**config.mk**
```make
export PLATFORM = sky130hd
export DESIGN_NAME = reg_writeback
export DESIGN_NICKNAME = d
export VERILOG_FILES = /design/src/rtl/reg_writeback.sv
export SDC_FILE = /design/constraint.sdc
export NUM_CORES = 1
export LEC_CHECK = 0
export ABC_CLOCK_PERIOD_IN_PS = 16149
export BUFFER_PORTS_ARGS = -buffer_cell sky130_fd_sc_hd__buf_2
export CORE_MARGIN = 2
export CORE_UTILIZATION = 34
export DETAILED_ROUTE_END_ITERATION = 8
export PLACE_DENSITY = 0.54
export SLEW_MARGIN = 5
export SYNTH_ARGS = -nofsm -noshare
export SYNTH_HDL_FRONTEND = slang
export SYNTH_SLANG_ARGS = --single-unit
```
**constraint.sdc**
```tcl
create_clock -name clk -period 16.15 [get_ports clk]
set_input_delay 3.23 -clock clk [delete_from_list [all_inputs] [get_ports clk]]
set_output_delay 3.23 -clock clk [all_outputs]
set_load 0.02 [all_outputs]
```
**src/rtl/reg_writeback.sv**
```systemverilog
// Writeback buffer in front of the register file: queues execute results and
// serializes up to two destination writes per result onto the single regw port.
module reg_writeback #(
  parameter int DEPTH = 4,
  parameter int AW    = 8,
  parameter int DW    = 64
) (
  input  logic          clk,
  input  logic          reset,
  input  logic          in_valid,
  output logic          in_ready,
  input  logic [1:0]    in_en1,
  input  logic [AW-1:0] in_addr1,
  input  logic [DW-1:0] in_data1,
  input  logic [1:0]    in_en2,
  input  logic [AW-1:0] in_addr2,
  input  logic [DW-1:0] in_data2,
  output logic [1:0]    regw_enable,
  output logic [AW-1:0] regw_addr,
  output logic [DW-1:0] regw_data,
  input  logic [1:0]    chk_src,
  input  logic [AW-1:0] chk_addr,
  output logic          chk_hit,
  output logic          busy
);

  localparam int PW = $clog2(DEPTH);
  localparam int CW = PW + 1;

  typedef struct packed {
    logic [1:0]    en1;
    logic [AW-1:0] addr1;
    logic [DW-1:0] data1;
    logic [1:0]    en2;
    logic [AW-1:0] addr2;
    logic [DW-1:0] data2;
  } entry_t;

  typedef enum logic {ISSUE1, ISSUE2} slot_e;

  entry_t        mem [DEPTH];
  logic [PW-1:0] wr_ptr;
  logic [PW-1:0] rd_ptr;
  logic [CW-1:0] count;
  slot_e         slot;

  entry_t        in_entry;
  entry_t        head;
  logic          head_valid;
  logic          accept;
  logic          pop;
  logic          push;
  logic          fifo_pop;
  slot_e         next_slot;
  logic [1:0]    issue_en;
  logic [AW-1:0] issue_addr;
  logic [DW-1:0] issue_data;

  assign in_entry = '{en1: in_en1, addr1: in_addr1, data1: in_data1,
                      en2: in_en2, addr2: in_addr2, data2: in_data2};

  assign in_ready   = (count < CW'(DEPTH));
  assign accept     = in_valid & in_ready;
  assign busy       = (count != '0) || (regw_enable != 2'b00);

  // With an empty buffer the entry arriving on this edge is issued directly.
  assign head       = (count != '0) ? mem[rd_ptr] : in_entry;
  assign head_valid = (count != '0) || accept;

  always_comb begin
    issue_en   = 2'b00;
    issue_addr = '0;
    issue_data = '0;
    pop        = 1'b0;
    next_slot  = slot;
    if (head_valid) begin
      if (slot == ISSUE1 && head.en1 != 2'b00) begin
        issue_en   = head.en1;
        issue_addr = head.addr1;
        issue_data = head.data1;
        if (head.en2 != 2'b00) begin
          next_slot = ISSUE2;
        end else begin
          pop = 1'b1;
        end
      end else begin
        // Covers ISSUE2 and entries whose first slot is empty; en2 may also
        // be empty, in which case the entry retires with no write this cycle.
        issue_en   = head.en2;
        issue_addr = head.addr2;
        issue_data = head.data2;
        pop        = 1'b1;
        next_slot  = ISSUE1;
      end
    end
  end

  // A bypassed entry that fully retires on its arrival edge never occupies storage.
  assign push     = accept && !((count == '0) && pop);
  assign fifo_pop = pop && (count != '0);

  always_ff @(posedge clk) begin
    if (push) begin
      mem[wr_ptr] <= in_entry;
    end
  end

  always_ff @(posedge clk or posedge reset) begin
    if (reset) begin
      wr_ptr <= '0;
      rd_ptr <= '0;
      count  <= '0;
      slot   <= ISSUE1;
    end else begin
      if (push) begin
        wr_ptr <= wr_ptr + PW'(1);
      end
      if (fifo_pop) begin
        rd_ptr <= rd_ptr + PW'(1);
      end
      case ({push, fifo_pop})
        2'b10:   count <= count + CW'(1);
        2'b01:   count <= count - CW'(1);
        default: count <= count;
      endcase
      slot <= next_slot;
    end
  end

  always_ff @(posedge clk or posedge reset) begin
    if (reset) begin
      regw_enable <= 2'b00;
      regw_addr   <= '0;
      regw_data   <= '0;
    end else begin
      regw_enable <= issue_en;
      if (issue_en != 2'b00) begin
        regw_addr <= issue_addr;
        regw_data <= issue_data;
      end
    end
  end

  logic [DEPTH-1:0] occupied;
  logic [DEPTH-1:0] slot1_done;

  always_comb begin
    occupied   = '0;
    slot1_done = '0;
    for (int i = 0; i < DEPTH; i++) begin
      occupied[i]   = {1'b0, PW'(i) - rd_ptr} < count;
      slot1_done[i] = (PW'(i) == rd_ptr) && (slot == ISSUE2);
    end
  end

  // The head's first slot, once issued, is represented by the regw output itself.
  always_comb begin
    chk_hit = ((regw_enable & chk_src) != 2'b00) && (regw_addr == chk_addr);
    for (int i = 0; i < DEPTH; i++) begin
      if (occupied[i]) begin
        if (!slot1_done[i] && ((mem[i].en1 & chk_src) != 2'b00) &&
            (mem[i].addr1 == chk_addr)) begin
          chk_hit = 1'b1;
        end
        if (((mem[i].en2 & chk_src) != 2'b00) && (mem[i].addr2 == chk_addr)) begin
          chk_hit = 1'b1;
        end
      end
    end
  end

endmodule

```
# Word-level counts from Yosys, hierarchy flattened
# Memories as Yosys holds them, arrays and structs flattened.
# Index checks and enable logic that the tools add are counted.
# classes
n_reduce_logical,46
eq_ne,15
n_mux,27
n_bitwise,11
magnitude_cmp,5
add_sub_neg,8
# op_table
operator,count
$mux 148,1
$mux 64,2
$eq 8x8->1,9
$reduce_bool 2->1,14
$logic_and 1x1->1,21
$mux 1,19
$and 2x2->2,9
$mux 8,2
$lt 2x3->1,4
$pmux 3 s2,1
$logic_not 1->1,5
$add 2x1->2 const B,2
$eq 2x2->1 const A,2
$mux 2,2
$sub 1x2->2 const A,2
$sub 2x2->2 const A,2
$add 3x1->3 const B,1
$logic_not 3->1,1
$lt 3x3->1 const B,1
$reduce_bool 3->1,1
$sub 3x1->3 const B,1
$eq 1x2->1 const A,1
$eq 2x1->1 const B,1
$eq 2x2->1 const B,1
other kinds (6),7
# word_totals
inputBits,161
wordCells,120
output_inout_bits,77
mem_bits_rw,592
mem_count,1
regBits,82
# mem_list
name,words,width,read_ports,rd_clocked_by_memory_dff,write_ports,line_no,source
mem,4,148,5,0,1,41,entry_t mem [DEPTH];

# Longest topological paths before layout
# Gate-level depths: netlist (run 1).
# depth
ltp_word,17
mapped_depth,14
mapped_depth_nobuf,12

# Worst setup path after synthesis (run 1)
# Ideal clock, no wire load.
# synth_path
path_kind,input port to flip-flop
start,input in_en1[0]
end,memory mem[0][0] in the netlist's numbering (enable)
setup_ns,0.525
cell_stages,7
setup_slack_ns,7.836
arrival_time_ns,7.788
required_time_ns,15.625
path_buffers,1
path_cell_list,o21bai_1 nand2b_1 clkbuf_1 o31ai_4 nand2_1 a311oi_2 and2_1
# synth_between
elab_chain_cells,10
# synth_lines
element,line_no,source
from (decl),12,"input logic [1:0] in_en1,"
$mux 148,67,assign head = (count != '0) ? mem[rd_ptr] : in_entry;
$reduce_bool 2->1,77,if (slot == ISSUE1 && head.en1 != 2'b00) begin
$logic_and 1x1->1,77,
$mux 1,77,
$mux 1,76,if (head_valid) begin
$logic_and 1x1->1,99,assign push = accept && !((count == '0) && pop);
$logic_not 1->1,99,
$logic_and 1x1->1,99,
$mux 1,103,if (push) begin
$mux 1 (implied by the code),104,mem[wr_ptr] <= in_entry;
to (decl),41,
# No other way between the ends.

# Worst setup path in the final report (run 1)
# layout_path
start,input chk_addr[0]
end,output chk_hit
# layout_between
elab_chain_cells,14
elab_cells_between_ends,30
cone_classes,9 x eq/ne; 12 x mux; 9 x reduce/logical
# layout_lines
element,line_no,source
from (decl),22,"input logic [AW-1:0] chk_addr,"
$eq 8x8->1 (on tied branches),"158, 162",
$logic_and 1x1->1 (on tied branches),"158, 161",
$mux 1,161,if (!slot1_done[i] && ((mem[i].en1 & chk_src) != 2'b00) &&
$mux 1,165,if (((mem[i].en2 & chk_src) != 2'b00) && (mem[i].addr2 == chk_addr)) begin
$mux 1,160,if (occupied[i]) begin
$mux 1,161,
$mux 1,165,
$mux 1,160,
$mux 1,161,
$mux 1,165,
$mux 1,160,
$mux 1,161,
$mux 1,165,
$mux 1 *,160,
to (decl),23,"output logic chk_hit,"
# Mark *: on every way between the ends. The rest lies on a longest branch, timed or not.

==> results of run 1 <==
state kept, by name, indices dropped and copies added, names as in the netlist:
signal,cells
count,3
mem,592
rd_ptr,2
regw_data,64
wr_ptr,2
slot,1
regw_addr,8
regw_enable,2
layer usage:
metal | part of all wire (%) | up-vias
li1 | - | 6865
met1 | 43 | 8372
met2 | 48 | 460
met3 | 6.3 | 126
met4 | 2.0 | 26
met5 | 0.24 | -
cells in the mapped netlist, types with 10 or more instances:
| library cell | number | area [sq um] |
|---|---|---|
| clkbuf_1 | 76 | 285 |
| nor2_1 | 11 | 41.3 |
| xnor2_1 | 40 | 350 |
| mux4_2 | 150 | 3380 |
| nand4_1 | 10 | 62.6 |
| xor2_1 | 37 | 324 |
| o21ai_0 | 78 | 390 |
| ha_1 | 13 | 163 |
| o221ai_1 | 71 | 622 |
| buf_1 | 25 | 93.8 |
| a21oi_1 | 79 | 395 |
| dfrtp_1 | 82 | 2050 |
| edfxtp_1 | 592 | 17800 |
| nand2_1 | 290 | 1090 |
| inv_1 | 11 | 41.3 |
how the worst max path moves through the flow:
stage                      startpoint         to
final                     chk_addr[0]    chk_hit
after global routing      chk_addr[7]    chk_hit
after CTS                 chk_addr[0]    chk_hit
after detailed placement  chk_addr[0]    chk_hit
after global placement    chk_addr[2]    chk_hit
after floorplan             in_en1[0]  mem[0][0]
stage by stage:
stage               util [%]  instances  worst slack [ps]  instance area [sq um]  hold WS (ps)
finish                  40.2       2984              7960                  32400           473
global route            40.2       2983              7860                  32400           506
CTS                     40.2       2976              8010                  32300           474
detailed placement      37.2       2845              8010                  29900           460
global placement        37.2       2845              7970                  29900           458
floorplan                  -       1630              7840                  27600           512
cell type report:
cell class              count  share of cell area (%)
inverters                  12                   0.147
well taps                1060                    4.10
diodes                      8                  0.0619
clock buffers              97                    6.18
flip-flops and latches    674                    61.3
multi-input cells         835                    22.6
repair buffers            264                    4.33
clock inverters            34                    1.28
power groups by stage:
stage	sequential, mW	combinational [mW]	clock (mW)
3_3_place_gp	2.52	2.16	0
4_1_cts	2.49	2.18	1.72
3_5_place_dp	2.53	2.17	0
6_report	2.49	2.14	1.68
2_1_floorplan	2.54	1.39	0
5_1_grt	2.52	2.33	1.78
kinds of logic after synthesis:
logic type               Yosys count  synth area share [%]
AO/OA/AOI/OAI                    251                  5.84
XOR/XNOR                          77                  2.45
adder cells (fa/ha/maj)           14                 0.663
buffers and inverters            121                  1.68
flip-flops                       674                  72.0
multiplexers                     156                  12.5
AND/OR/NAND/NOR                  337                  4.90
critical path: cells and delay by family:
family / cells / cell delay [ps]
buf+inv: 2 / 470
compound gates: 2 / 770
simple gates: 2 / 290
xor+xnor: 1 / 180
==> impl_metrics.py, run 1 <==
metrics = {
    "flow_run": {
        "max_cap_violations": 0,
    },
    "sta": {
        "rsz0062_at_grt": "false",
        "slew_headroom_pct": 28.9,
        "finalSetupViolations": 0,
        "min_period_ps": 8190,
        "finalHoldViolations": 0,
        "max_freq_mhz": 122,
        "worst_pin_slew_ps": 1070,
        "setup_tns_ps": 0,
        "fin_worst_skew_ps": 29.8,
        "finalCritPeriodShare_pct": 50.7,
        "drv_slew": 0,
    },
    "synthesis": {
        "synth_top_flop_cell": "edfxtp_1",
        "yosysWarningCount": 0,
        "avgSynthCellArea_sq_um": 16.9,
        "synthCells": 1630,
        "async_reset_ff_share_pct": 12.2,
        "synth_edf_count": 592,
        "synth-seq-cells": 674,
        "synth_cell_type_count": 41,
        "ys_seq_area_share_pct": 72.0,
        "syn_area_sq_um": 27600,
        "syn-num-nets": 1805,
    },
    "setup_path": {
        "cp_cell_sequence": "buf_2 > xnor2_1 > nand4_1 > a2111oi_0 > o22ai_1 > nand4b_1 > buf_2",
        "timing.rr.start": "rd_ptr[1]",
        "max_stage_delay_ps": 620,
        "crit_fanout": 9,
        "reg2reg_depth": 9,
        "crit_top_cell": "buf_2",
        "r2r_setup_slack_ps": 10350,
        "cp-start-kind": "input pin",
        "arrival_ps": 4960,
        "worstSetupPathType": "input pin to primary output",
        "r2r_end": "mem[2][35]",
        "cpMaxStageDelayCell": "a2111oi_0",
        "required_ps": 12920,
        "cp-end-kind": "primary output",
    },
    "grt": {
        "grt_pass1_vias": 16077,
        "busiest_layer": "met2",
        "use_met2_pct": 29.4,
        "track_usage_pct": 18.3,
        "grt_pass1_wl_microns": 112000,
        "grt_util_met3_pct": 4.06,
        "grt_antenna_before_repair": 29,
        "grt_start_max_net_pins": 98,
        "use_met1_pct": 25.2,
        "grt_overflow": 0,
    },
    "power": {
        "p_total_mw": 6.31,
        "power.leakage_nw": 11.2,
        "p_per_area_nw_per_um2": 195,
        "pwr-share-seq_pct": 39.4,
        "p_int_mw": 4.10,
        "max-vdd-ir-drop_v": 0.000169,
        "p_comb_share_pct": 33.9,
        "power.switching_mw": 2.21,
        "clkPwrFrac_pct": 26.7,
        "p_sw_share_pct": 35.0,
    },
    "clocking": {
        "clk_pin_slew_ps": 60,
        "cts_buffers": 72,
        "post_cts_buffers": 0,
        "cts-resized-gates": 0,
        "hold_buffers": 0,
        "htree_levels": 3,
        "clock_path_buffers": 3,
        "clock-sinks": 674,
        "cts_root_buf": "clkbuf_16",
        "cts_tree": "built",
        "insertion_delay_ps": 620,
    },
    "routing": {
        "ant_nets": 0,
        "drtPass1Iterations": 5,
        "wl_per_cell_microns": 26.0,
        "viasPerCell": 5.31,
        "wl_microns": 77500,
        "drc": 0,
        "via_count": 15849,
        "first_iter_violations": 1319,
    },
    "final_layout": {
        "layout.nets": 2034,
        "layout-drive-gt1-share_pct": 28.2,
        "final_common_cell": "edfxtp_1",
        "seq_area_sq_um": 19800,
        "multi_input_area_sq_um": 7310,
        "mostFrequentLayoutCells": "edfxtp_1, nand2_1, buf_2",
        "fillers": 7395,
        "area_growth_syn_to_layout_pct": 17.4,
    },
    "die": {
        "core-area_sq_um": 80400,
        "die_x_microns": 289,
        "rows": 104,
        "die-area_sq_um": 83300,
        "initial_core_util_pct": 34.3,
        "io_pins": 238,
        "die_h_microns": 289,
    },
    "worst_hold_path": {
        "hold_start": "regw_data[43]",
        "hold_path.class": "register to register",
        "hold_end": "regw_data[43]",
        "min_delay_path_depth": 1,
    },
    "place": {
        "hpwl_microns": 46500,
        "place.gp.congestion": 0.851,
        "numPortBuffers": 237,
    },
    "status": {
        "status": "completed",
    },
}
No activity file was read; power rests on OpenSTA's default activity.
==> inputs of run 2 (changes only) <==
--- a/config.mk
+++ b/config.mk
@@ -5,12 +5,13 @@
 export SDC_FILE = /design/constraint.sdc
 export NUM_CORES = 1
 export LEC_CHECK = 0
-export ABC_CLOCK_PERIOD_IN_PS = 16149
+export ABC_AREA = 1
+export ABC_CLOCK_PERIOD_IN_PS = 7260
 export BUFFER_PORTS_ARGS = -buffer_cell sky130_fd_sc_hd__buf_2
 export CORE_MARGIN = 2
 export CORE_UTILIZATION = 34
 export DETAILED_ROUTE_END_ITERATION = 8
-export PLACE_DENSITY = 0.54
+export PLACE_DENSITY = 0.56
 export SLEW_MARGIN = 5
 export SYNTH_ARGS = -nofsm -noshare
 export SYNTH_HDL_FRONTEND = slang
==> constraint.sdc (replaced) <==
create_clock -name clk -period 7.26 [get_ports clk]
set_input_delay 1.452 -clock clk [delete_from_list [all_inputs] [get_ports clk]]
set_output_delay 1.452 -clock clk [all_outputs]
set_load 0.02 [all_outputs]
==> run 2 against run 1 <==
  * Routed wire length grew 13%
  * Hold slack improved by 40 ps
  * Clock power is 100% higher
  * Critical endpoint unchanged
==> impl_metrics.py, run 2 <==
metrics = {
    "clocking": {
        "cts_tree": "built",
        "hold_buffers": 0,
        "cts_buffers": 69,
        "post_cts_buffers": 0,
        "clock-sinks": 674,
        "clock_path_buffers": 3,
        "insertion_delay_ps": 610,
        "cts-resized-gates": 0,
        "htree_levels": 3,
        "clk_pin_slew_ps": 60,
        "cts_root_buf": "clkbuf_16",
    },
    "synthesis": {
        "synth_top_area_cell": "edfxtp_1",
        "synth_cell_type_count": 35,
        "ys_seq_area_share_pct": 66.3,
        "synth_edf_count": 592,
        "yosysWarningCount": 0,
        "netlist_top_cells_count": "nand2_1, edfxtp_1, nor2_1, nand3_1, o21ai_0",
        "async_reset_ff_share_pct": 12.2,
        "synth.most_common_cell": "nand2_1",
        "synth_top_area_share_pct": 59.4,
        "synthCells": 2931,
        "avgSynthCellArea_sq_um": 10.2,
        "syn-num-nets": 3106,
        "syn_area_sq_um": 29900,
        "synth-seq-cells": 674,
        "synth_top_flop_cell": "edfxtp_1",
        "synth_area_leaders": "edfxtp_1, nand2_1, dfrtp_1",
    },
    "power": {
        "p_per_area_nw_per_um2": 474,
        "max-vdd-ir-drop_v": 0.000572,
        "power.leakage_nw": 13.4,
    },
    "final_layout": {
        "fillers": 8613,
        "area_growth_syn_to_layout_pct": 14.3,
        "largest_register_ffs": 592,
        "mostFrequentLayoutCells": "nand2_1, edfxtp_1, nor2_1",
        "layout-drive-gt1-share_pct": 12.8,
        "final_area_sq_um": 34200,
        "reg_top3": "mem (592), regw_data (64), regw_addr (8)",
        "top_register": "mem",
        "layout.nets": 3250,
        "final_common_cell": "nand2_1",
    },
    "setup_path": {
        "worstSetupPathType": "register to primary output",
        "r2r_setup_slack_ps": 2220,
        "crit_fanout": 59,
        "reg2reg_depth": 14,
        "cp-start-kind": "register",
        "timing.rr.start": "rd_ptr[0]",
        "arrival_ps": 3680,
        "r2r_end": "mem[2][90]",
        "required_ps": 5810,
        "cp-end-kind": "primary output",
    },
    "routing": {
        "drc": 0,
        "ant_nets": 0,
        "via_count": 21445,
        "viasPerCell": 5.00,
        "first_iter_violations": 2182,
        "drtPass1Iterations": 6,
        "wl_per_cell_microns": 20.5,
        "wl_microns": 88000,
    },
    "sta": {
        "worst_pin_slew_ps": 1060,
        "whs_ps": 513,
        "slew_headroom_pct": 29.1,
        "finalSetupViolations": 0,
        "fin_worst_skew_ps": 27.4,
        "rsz0062_at_grt": "false",
        "drv_slew": 0,
        "finalCritPeriodShare_pct": 70.7,
        "min_period_ps": 5130,
        "max_freq_mhz": 195,
        "finalHoldViolations": 0,
    },
    "worst_hold_path": {
        "min_delay_path_depth": 2,
        "hold_path.class": "register to register",
        "hold_start": "regw_data[63]",
        "hold_end": "regw_data[63]",
    },
    "die": {
        "initial_core_util_pct": 34.4,
        "die-area_sq_um": 90400,
        "die_x_microns": 301,
        "core-area_sq_um": 87000,
        "die_h_microns": 301,
        "io_pins": 238,
        "rows": 108,
    },
    "place": {
        "hpwl_microns": 54000,
        "post_dp_cell_area_sq_um": 32000,
        "numPortBuffers": 237,
        "place.gp.congestion": 0.836,
    },
    "status": {
        "status": "completed",
    },
    "grt": {
        "grt_overflow": 0,
        "grt_start_max_net_pins": 170,
        "grt_antenna_before_repair": 36,
        "grt_pass1_wl_microns": 130000,
        "track_usage_pct": 19.0,
        "grt_pass1_vias": 19899,
    },
    "flow_run": {
        "max_cap_violations": 0,
    },
}
-- run 2: layout make-up --
cell class | count | area (sq um) | area share (%)
multi-input cells | 1997 | 8940 | 26.2
repair buffers | 265 | 1520 | 4.45
clock inverters | 22 | 213 | 0.622
flip-flops and latches | 674 | 19800 | 58.0
well taps | 1155 | 1450 | 4.23
clock buffers | 100 | 1930 | 5.66
diodes | 11 | 27.5 | 0.0805
inverters | 68 | 270 | 0.790
-- run 2: worst max-delay path by stage --
stage	startpoint	endpoint	depth (start not counted)
after floorplan	in_en1[1]	mem[0][0]	9
after global placement	in_en1[1]	regw_data[21]	11
after detailed placement	in_en1[1]	regw_addr[1]	11
after CTS	rd_ptr[1]	chk_hit	10
after global routing	rd_ptr[0]	regw_data[59]	13
final	rd_ptr[1]	chk_hit	10
-- run 2: logic make-up after synthesis --
kind of cell | after synthesis | share of synthesized area, %
AND/OR/NAND/NOR | 1593 | 21.7
XOR/XNOR | 38 | 1.11
buffers and inverters | 260 | 4.02
flip-flops | 674 | 66.3
adder cells (fa/ha/maj) | 14 | 0.611
AO/OA/AOI/OAI | 352 | 6.28
-- run 2: power breakdown --
| group | internal [mW] | switching (mW) |
|---|---|---|
| clock | 1.96 | 1.48 |
| combinational | 2.05 | 5.23 |
| sequential | 5.05 | 0.439 |
-- run 2: metal layers --
layer  up-vias  track usage, %  part of all wire [%]
met3       124            4.44                   7.9
met2       694            28.0                    44
met5         -               0                  0.23
met4        32            4.90                   1.8
met1     10286            28.2                    46
li1      10309               -                     -
-- run 2: per-stage QoR --
| stage | setup TNS, ps | utilization [%] | setup slack (ps) | power, mW | instances |
|---|---|---|---|---|---|
| after floorplan | -1043500 | - | -1760 | 10.8 | 2931 |
| after global placement | 0 | 36.8 | 2250 | 12.8 | 4159 |
| after detailed placement | 0 | 36.8 | 2190 | 12.9 | 4159 |
| after CTS | 0 | 39.3 | 2150 | 16.4 | 4281 |
| after global routing | 0 | 39.3 | 1830 | 17.4 | 4288 |
| final | 0 | 39.3 | 2130 | 16.2 | 4292 |
-- run 2: worst max-delay path: stages (launching register included) --
cell     delay (ps)
dfrtp_4        1020
inv_6           330
ha_1            460
ha_1            290
a21oi_1          50
or2_2           280
nand2_1          70
nand2_1          40
nor2_1          100
nand2_1         160
buf_2           210
